## src/rtl/q_pkg.sv

```systemverilog
// Shared fixed-point constants and the saturating shift helper for the
// Q-learning update pipeline.
package q_pkg;

  localparam int WIDE_W = 64;

  typedef logic signed [WIDE_W-1:0] wide_t;

  // Arithmetic (floor) shift right, then clamp to a dw-bit signed range.
  function automatic wide_t sat_shift(input wide_t x, input int shift, input int dw);
    wide_t y;
    wide_t hi;
    wide_t lo;
    y  = x >>> shift;
    hi = (wide_t'(1) <<< (dw - 1)) - wide_t'(1);
    lo = -(wide_t'(1) <<< (dw - 1));
    if (y > hi) return hi;
    if (y < lo) return lo;
    return y;
  endfunction

endpackage

```

## src/rtl/q_max_tree.sv

```systemverilog
// Combinational signed max/argmax over a packed vector; the lowest index
// wins on ties because only a strictly greater entry replaces the running max.
module q_max_tree
  import q_pkg::*;
#(
  parameter int N_ACT = 9,
  parameter int DW    = 16,
  parameter int AW    = 4
) (
  input  logic [N_ACT*DW-1:0] vals_i,
  output logic [DW-1:0]       max_o,
  output logic [AW-1:0]       idx_o
);

  always_comb begin
    max_o = vals_i[DW-1:0];
    idx_o = '0;
    for (int i = 1; i < N_ACT; i++) begin
      if ($signed(vals_i[i*DW +: DW]) > $signed(max_o)) begin
        max_o = vals_i[i*DW +: DW];
        idx_o = AW'(i);
      end
    end
  end

endmodule

```

## src/rtl/q_learning_pipe.sv

```systemverilog
// Four-stage Q-learning update: q_new = Q + alpha*(reward + gamma*maxQ' - Q),
// with a single global advance so the whole pipe stalls together.
module q_learning_pipe
  import q_pkg::*;
#(
  parameter int N_ACT = 9,
  parameter int DW    = 16,
  parameter int FRAC  = 8,
  parameter int AW    = 4
) (
  input  logic                clock,
  input  logic                reset_n,
  input  logic                in_valid,
  output logic                in_ready,
  input  logic [AW-1:0]       action,
  input  logic [N_ACT*DW-1:0] q_cur,
  input  logic [N_ACT*DW-1:0] q_next,
  input  logic [DW-1:0]       reward,
  input  logic [DW-1:0]       alpha,
  input  logic [DW-1:0]       gamma,
  input  logic                terminal,
  output logic                out_valid,
  input  logic                out_ready,
  output logic [DW-1:0]       q_new,
  output logic [AW-1:0]       best_act,
  output logic                out_err,
  output logic [31:0]         upd_count
);

  function automatic wide_t sx(input logic [DW-1:0] a);
    return wide_t'(signed'(a));
  endfunction

  function automatic logic [DW-1:0] sat_dw(input wide_t x, input int sh);
    return DW'(sat_shift(x, sh, DW));
  endfunction

  // Unsigned coefficient times signed operand, full precision, then floor-shift.
  function automatic logic [DW-1:0] mul_frac(input logic [DW-1:0] u, input logic [DW-1:0] s);
    logic signed [2*DW:0] a;
    logic signed [2*DW:0] b;
    a = $signed((2*DW+1)'({1'b0, u}));
    b = (2*DW+1)'(signed'(s));
    return sat_dw(wide_t'(a * b), FRAC);
  endfunction

  logic adv;
  logic [DW-1:0] q_sel_d;
  logic err_d;
  logic [DW-1:0] max_d, boot_d, tgt_d, td_d, q_new_d;
  logic [AW-1:0] best_d;

  logic s1_v_q, s1_err_q, s1_term_q;
  logic [DW-1:0] s1_qs_q, s1_rew_q, s1_alpha_q, s1_gamma_q;
  logic [N_ACT*DW-1:0] s1_qn_q;

  logic s2_v_q, s2_err_q, s2_term_q;
  logic [DW-1:0] s2_qs_q, s2_max_q, s2_rew_q, s2_alpha_q, s2_gamma_q;
  logic [AW-1:0] s2_best_q;

  logic s3_v_q, s3_err_q;
  logic [DW-1:0] s3_qs_q, s3_td_q, s3_alpha_q;
  logic [AW-1:0] s3_best_q;

  logic out_valid_q, out_err_q;
  logic [DW-1:0] q_new_q;
  logic [AW-1:0] best_act_q;
  logic [31:0] upd_count_q;

  assign adv      = out_ready || !out_valid_q;
  assign in_ready = adv && reset_n;

  always_comb begin
    q_sel_d = '0;
    for (int i = 0; i < N_ACT; i++) begin
      if (action == AW'(i)) q_sel_d = q_cur[i*DW +: DW];
    end
  end
  assign err_d = ({1'b0, action} >= (AW+1)'(N_ACT));

  q_max_tree #(.N_ACT(N_ACT), .DW(DW), .AW(AW)) u_max (
    .vals_i (s1_qn_q),
    .max_o  (max_d),
    .idx_o  (best_d)
  );

  assign boot_d  = s2_term_q ? '0 : mul_frac(s2_gamma_q, s2_max_q);
  assign tgt_d   = sat_dw(sx(s2_rew_q) + sx(boot_d), 0);
  assign td_d    = sat_dw(sx(tgt_d) - sx(s2_qs_q), 0);
  assign q_new_d = s3_err_q ? '0 : sat_dw(sx(s3_qs_q) + sx(mul_frac(s3_alpha_q, s3_td_q)), 0);

  always_ff @(posedge clock) begin
    if (!reset_n) begin
      s1_v_q <= 1'b0; s1_err_q <= 1'b0; s1_term_q <= 1'b0;
      s1_qs_q <= '0; s1_rew_q <= '0; s1_alpha_q <= '0; s1_gamma_q <= '0; s1_qn_q <= '0;
      s2_v_q <= 1'b0; s2_err_q <= 1'b0; s2_term_q <= 1'b0;
      s2_qs_q <= '0; s2_max_q <= '0; s2_rew_q <= '0; s2_alpha_q <= '0; s2_gamma_q <= '0;
      s2_best_q <= '0;
      s3_v_q <= 1'b0; s3_err_q <= 1'b0;
      s3_qs_q <= '0; s3_td_q <= '0; s3_alpha_q <= '0; s3_best_q <= '0;
      out_valid_q <= 1'b0; out_err_q <= 1'b0; q_new_q <= '0; best_act_q <= '0;
      upd_count_q <= '0;
    end else begin
      if (adv) begin
        s1_v_q     <= in_valid;
        s1_err_q   <= err_d;
        s1_term_q  <= terminal;
        s1_qs_q    <= q_sel_d;
        s1_rew_q   <= reward;
        s1_alpha_q <= alpha;
        s1_gamma_q <= gamma;
        s1_qn_q    <= q_next;

        s2_v_q     <= s1_v_q;
        s2_err_q   <= s1_err_q;
        s2_term_q  <= s1_term_q;
        s2_qs_q    <= s1_qs_q;
        s2_max_q   <= max_d;
        s2_best_q  <= best_d;
        s2_rew_q   <= s1_rew_q;
        s2_alpha_q <= s1_alpha_q;
        s2_gamma_q <= s1_gamma_q;

        s3_v_q     <= s2_v_q;
        s3_err_q   <= s2_err_q;
        s3_qs_q    <= s2_qs_q;
        s3_td_q    <= td_d;
        s3_best_q  <= s2_best_q;
        s3_alpha_q <= s2_alpha_q;

        out_valid_q <= s3_v_q;
        out_err_q   <= s3_err_q;
        q_new_q     <= q_new_d;
        best_act_q  <= s3_best_q;
      end
      if (out_valid_q && out_ready && !out_err_q) upd_count_q <= upd_count_q + 32'd1;
    end
  end

  assign out_valid = out_valid_q;
  assign out_err   = out_err_q;
  assign q_new     = q_new_q;
  assign best_act  = best_act_q;
  assign upd_count = upd_count_q;

endmodule

```

## config.mk

```make
export PLATFORM = sky130hd
export DESIGN_NAME = q_learning_pipe
export DESIGN_NICKNAME = d
export VERILOG_FILES = /design/src/rtl/q_pkg.sv /design/src/rtl/q_max_tree.sv /design/src/rtl/q_learning_pipe.sv
export SDC_FILE = /design/constraint.sdc
export NUM_CORES = 2
export LEC_CHECK = 0
export ABC_CLOCK_PERIOD_IN_PS = 59700
export CORE_MARGIN = 4
export CORE_UTILIZATION = 53
export DETAILED_ROUTE_END_ITERATION = 6
export PLACE_DENSITY = 0.75
export SYNTH_ARGS = -nofsm -noshare
export SYNTH_HDL_FRONTEND = slang
export SYNTH_SLANG_ARGS = --single-unit
```

## constraint.sdc

```tcl
create_clock -name clock -period 59.7 [get_ports clock]
set_clock_uncertainty 0.15 [all_clocks]
set_input_delay 5.97 -clock clock [delete_from_list [all_inputs] [get_ports clock]]
set_output_delay 5.97 -clock clock [all_outputs]
set_load 0.03 [all_outputs]
```

==> results.md <==
* Crit path kind: reg2reg
* Boundary pin count at 400
* Core box area at 74320 µm²
* Status: complete, but fails checks
* Final #Nets at 6143
* Initial antenna violation count at 1
* Die width at 281.7 µm
* Maximum number of pins on one net before global-route repair at 184
* Grt ovf at 0
* Pre-antenna DRT Iters at 7
* Die area at 79380 µm²
* Worst-path clk slew at 0.06 ns
* Synth Cell Area at 39720 µm²
* Most instantiated cells after synthesis: nand2_1, inv_1, dfxtp_1
* Vias per cell at 5.490
* Crit path time final at 20.66 ns
* Final Max Slew Viols at 0
* Synth top area share at 0.2046
* Final antenna-violating net count at 0
* Met1 wire length at 49050 µm
* Clock Root Buffer: clkbuf_16
* Setup TNS at 0 ns
* Pwr Density at 38.13 nW/µm²
* Routed wire length on met3 at 6203 µm
* Hold Buf Count CTS at 0
* Peak VDD IR at 0.06628 mV
* Clk buf depth at 3
* Worst Path Max Fanout at 29
* R2R Setup Slk at 39.04 ns
* Final-report setup violation count at 0
* Critical path arrival at 21.01 ns
* Vias at 33.00k
* Cells on worst reg2reg path at 94
* Final Cell Area at 45900 µm²
* Mux cell area share after synthesis at 0.02262
* Top FF cell, synth: dfxtp_1
* Sequential element share of the synthesized area at 0.2046
* Reg2reg end: s2_max_q[4]
* Setup crit end kind: flip-flop
* Gr usage total at 0.2775
* Slew @ Worst Pin at 1.080 ns
* Hold Crit Class: reg2reg
* Setup Fix Bufs, Post-CTS at 0
* Required time worst endpoint at 60.05 ns
* Failing checks: DRC
* Place WS at 39.37 ns
* Clock Latency Late Sink at 0.61 ns
* DP Area at 44240 µm²
* Adder-cell area share of the yosys netlist at 0.3248
* Leakage at 21.11 nW
* First-pass GRT wire length at 176000 µm
* RSZ-0062 raised after global routing: no
* Worst hold path depth at 2
* Synth unique cells at 80
* CP Buf/Inv Count at 10
* CTS Buf Count at 47
* Post-synthesis async set-or-reset flop share at 0
* Port Buffers at 399
* Cell family with most CP delay: compound AO/OA/AOI/OAI gates
* Crit-path slowest cell: o31a_1
* Mean post-synth cell area at 8.311 µm²
* Post-Synth XOR/XNOR Area at 0.02668
* Area Growth Syn to Fin at 15.57%
* Metal2 WL at 50990 µm
* DRC viols at 1
* Most frequent cell on the critical path: o21ai_0
* Final Non-Filler Cells at 6012
* Worst r2r src: s1_qn_q[11]
* Post-synth EDFFs at 0
* Routability Congestion at 0.9466
* H-tree levels at 2
* Crit start category: flip-flop
* Share of post-route cells with drive strength above 1 at 0.03193
* Initial DRC Count at 2189
* Mapped Nets at 5916
* Dpl hpwl at 86580 µm
* Final WL at 109700 µm
* Post-CTS sizing at 0
* Slew headroom at 0.2760
* Post-DR wirelength/cell at 18.25 µm
* Vias in the first global route at 33.05k
* Ant diodes at 0
* Row Count at 100
* Worst setup margin at 39.04 ns
* Hold path endpoint: s2_best_q[2]
* Simple-gate portion of the synthesized area at 0.1832
* Main combinational cell family by area after synthesis: adder cells
* Fin crit share at 0.3461
* YS warnings at 0
* Upper clock frequency limit at 48.40 MHz
* Clock sinks at 406
* Min-delay src: s2_best_q[2]
* Mapped Cells at 4779
* Max layer used: met4
* Initial Utilization at 0.5344
* Dominant cells by area after synthesis: dfxtp_1, fa_1, ha_1
* Count leader, synth: nand2_1
* Final-report hold violation count at 0
* Max-Cap Viols at 0
* Synthesis-stage register bit count at 406
* Most area-hungry cell type in the Yosys netlist: dfxtp_1
* Die H at 281.7 µm
* CP peak stage delay at 0.83 ns
* Placed Instances at 5926
* CTS tree: built
* Compound-Gate Fraction of Synth Area at 0.1538
[cell families after synthesis]
logic type / Yosys count
and+or+nand+nor: 1604
buffers and inverters: 884
AOI/OAI and AO/OA: 881
adders and majority gates: 799
DFF: 406
xor gates and xnor gates: 121
muxes: 84
[state kept, by name, summed over array words and instances (netlist names), 4 cells and up]
name        flops
q_new          16
s3_alpha_q     16
upd_count      32
s3_qs_q        16
s2_gamma_q     16
best_act        4
s2_qs_q        16
s2_max_q       16
s1_qn_q       144
s1_gamma_q     16
s3_td_q        16
s2_best_q       4
s1_qs_q        16
s3_best_q       4
s2_alpha_q     16
s2_rew_q       16
s1_alpha_q     16
s1_rew_q       16
[how the worst max path moves through the flow]
stage	startpoint	to	slack, ns	depth (start not counted)
4_1_cts	s1_qn_q[11]	s2_max_q[4]	39.25	91
3_5_place_dp	s1_qn_q[11]	s2_max_q[11]	39.37	91
6_report	s1_qn_q[11]	s2_max_q[4]	39.04	94
3_3_place_gp	s1_qn_q[15]	s2_max_q[10]	39.72	91
5_1_grt	s1_qn_q[15]	s2_max_q[7]	37.29	92
2_1_floorplan	s1_qn_q[15]	s2_max_q[10]	40.60	99
[power breakdown]
part,switching [mW],internal [mW],total (mW)
logic,0.597,0.475,1.07
clock network,0.125,0.181,0.306
registers,0.0689,0.303,0.372
total,0.791,0.959,1.75
[tightest hold or removal path, stage by stage, from the launching register on]
cell	delay (ns)
dfxtp_1	0.33
nand2_1	0.04
o21ai_0	0.05
[stage by stage]
stage	utilization	power, mW	hold slack [ns]
finish	0.6176	1.750	0.3083
global route	0.6176	1.918	0.3307
CTS	0.6176	1.759	0.3087
detailed placement	0.5953	1.442	0.2980
global placement	0.5953	1.417	0.2904
floorplan	-	1.177	0.2749
[layer usage]
metal,up-vias,global-route usage
met1,16030,0.3837
met3,180,0.03983
met5,-,0
met4,0,0.08300
li1,15960,-
met2,830,0.4554
[layout by cell type, fill, tap and decap left out, types with 10 or more instances in the layout]
cell type and instances:
a21oi_1 134, fa_1 389, o21a_1 10, and3_1 12
ha_1 403, a221oi_1 30, a222oi_1 15, and4_1 11
xor2_1 40, nand3_1 48, nand2_1 993, nand2b_1 52
a21o_1 67, dfxtp_1 406, o21bai_1 23, nor2b_1 51
and2_1 234, inv_1 632, buf_4 30, nor3_1 34
clkbuf_16 48, clkdlybuf4s50_1 398, or2_2 11, o211ai_1 30
nor2_1 86, a31oi_1 21, o21ai_0 139, xnor2_1 81
mux2i_1 61, nand4_1 43, o22ai_1 18, a21boi_0 312
[area by class of cell]
cell class	count	area [µm²]
sequential	406	8128
multi-input combinational	3489	28290
tap	969	1212
timing repair buffer	430	4244
clock inverter	23	319.1
clock buffer	63	1338
fill	6593	28420
inverter	632	2372
No activity file was read; power rests on OpenSTA's default activity.
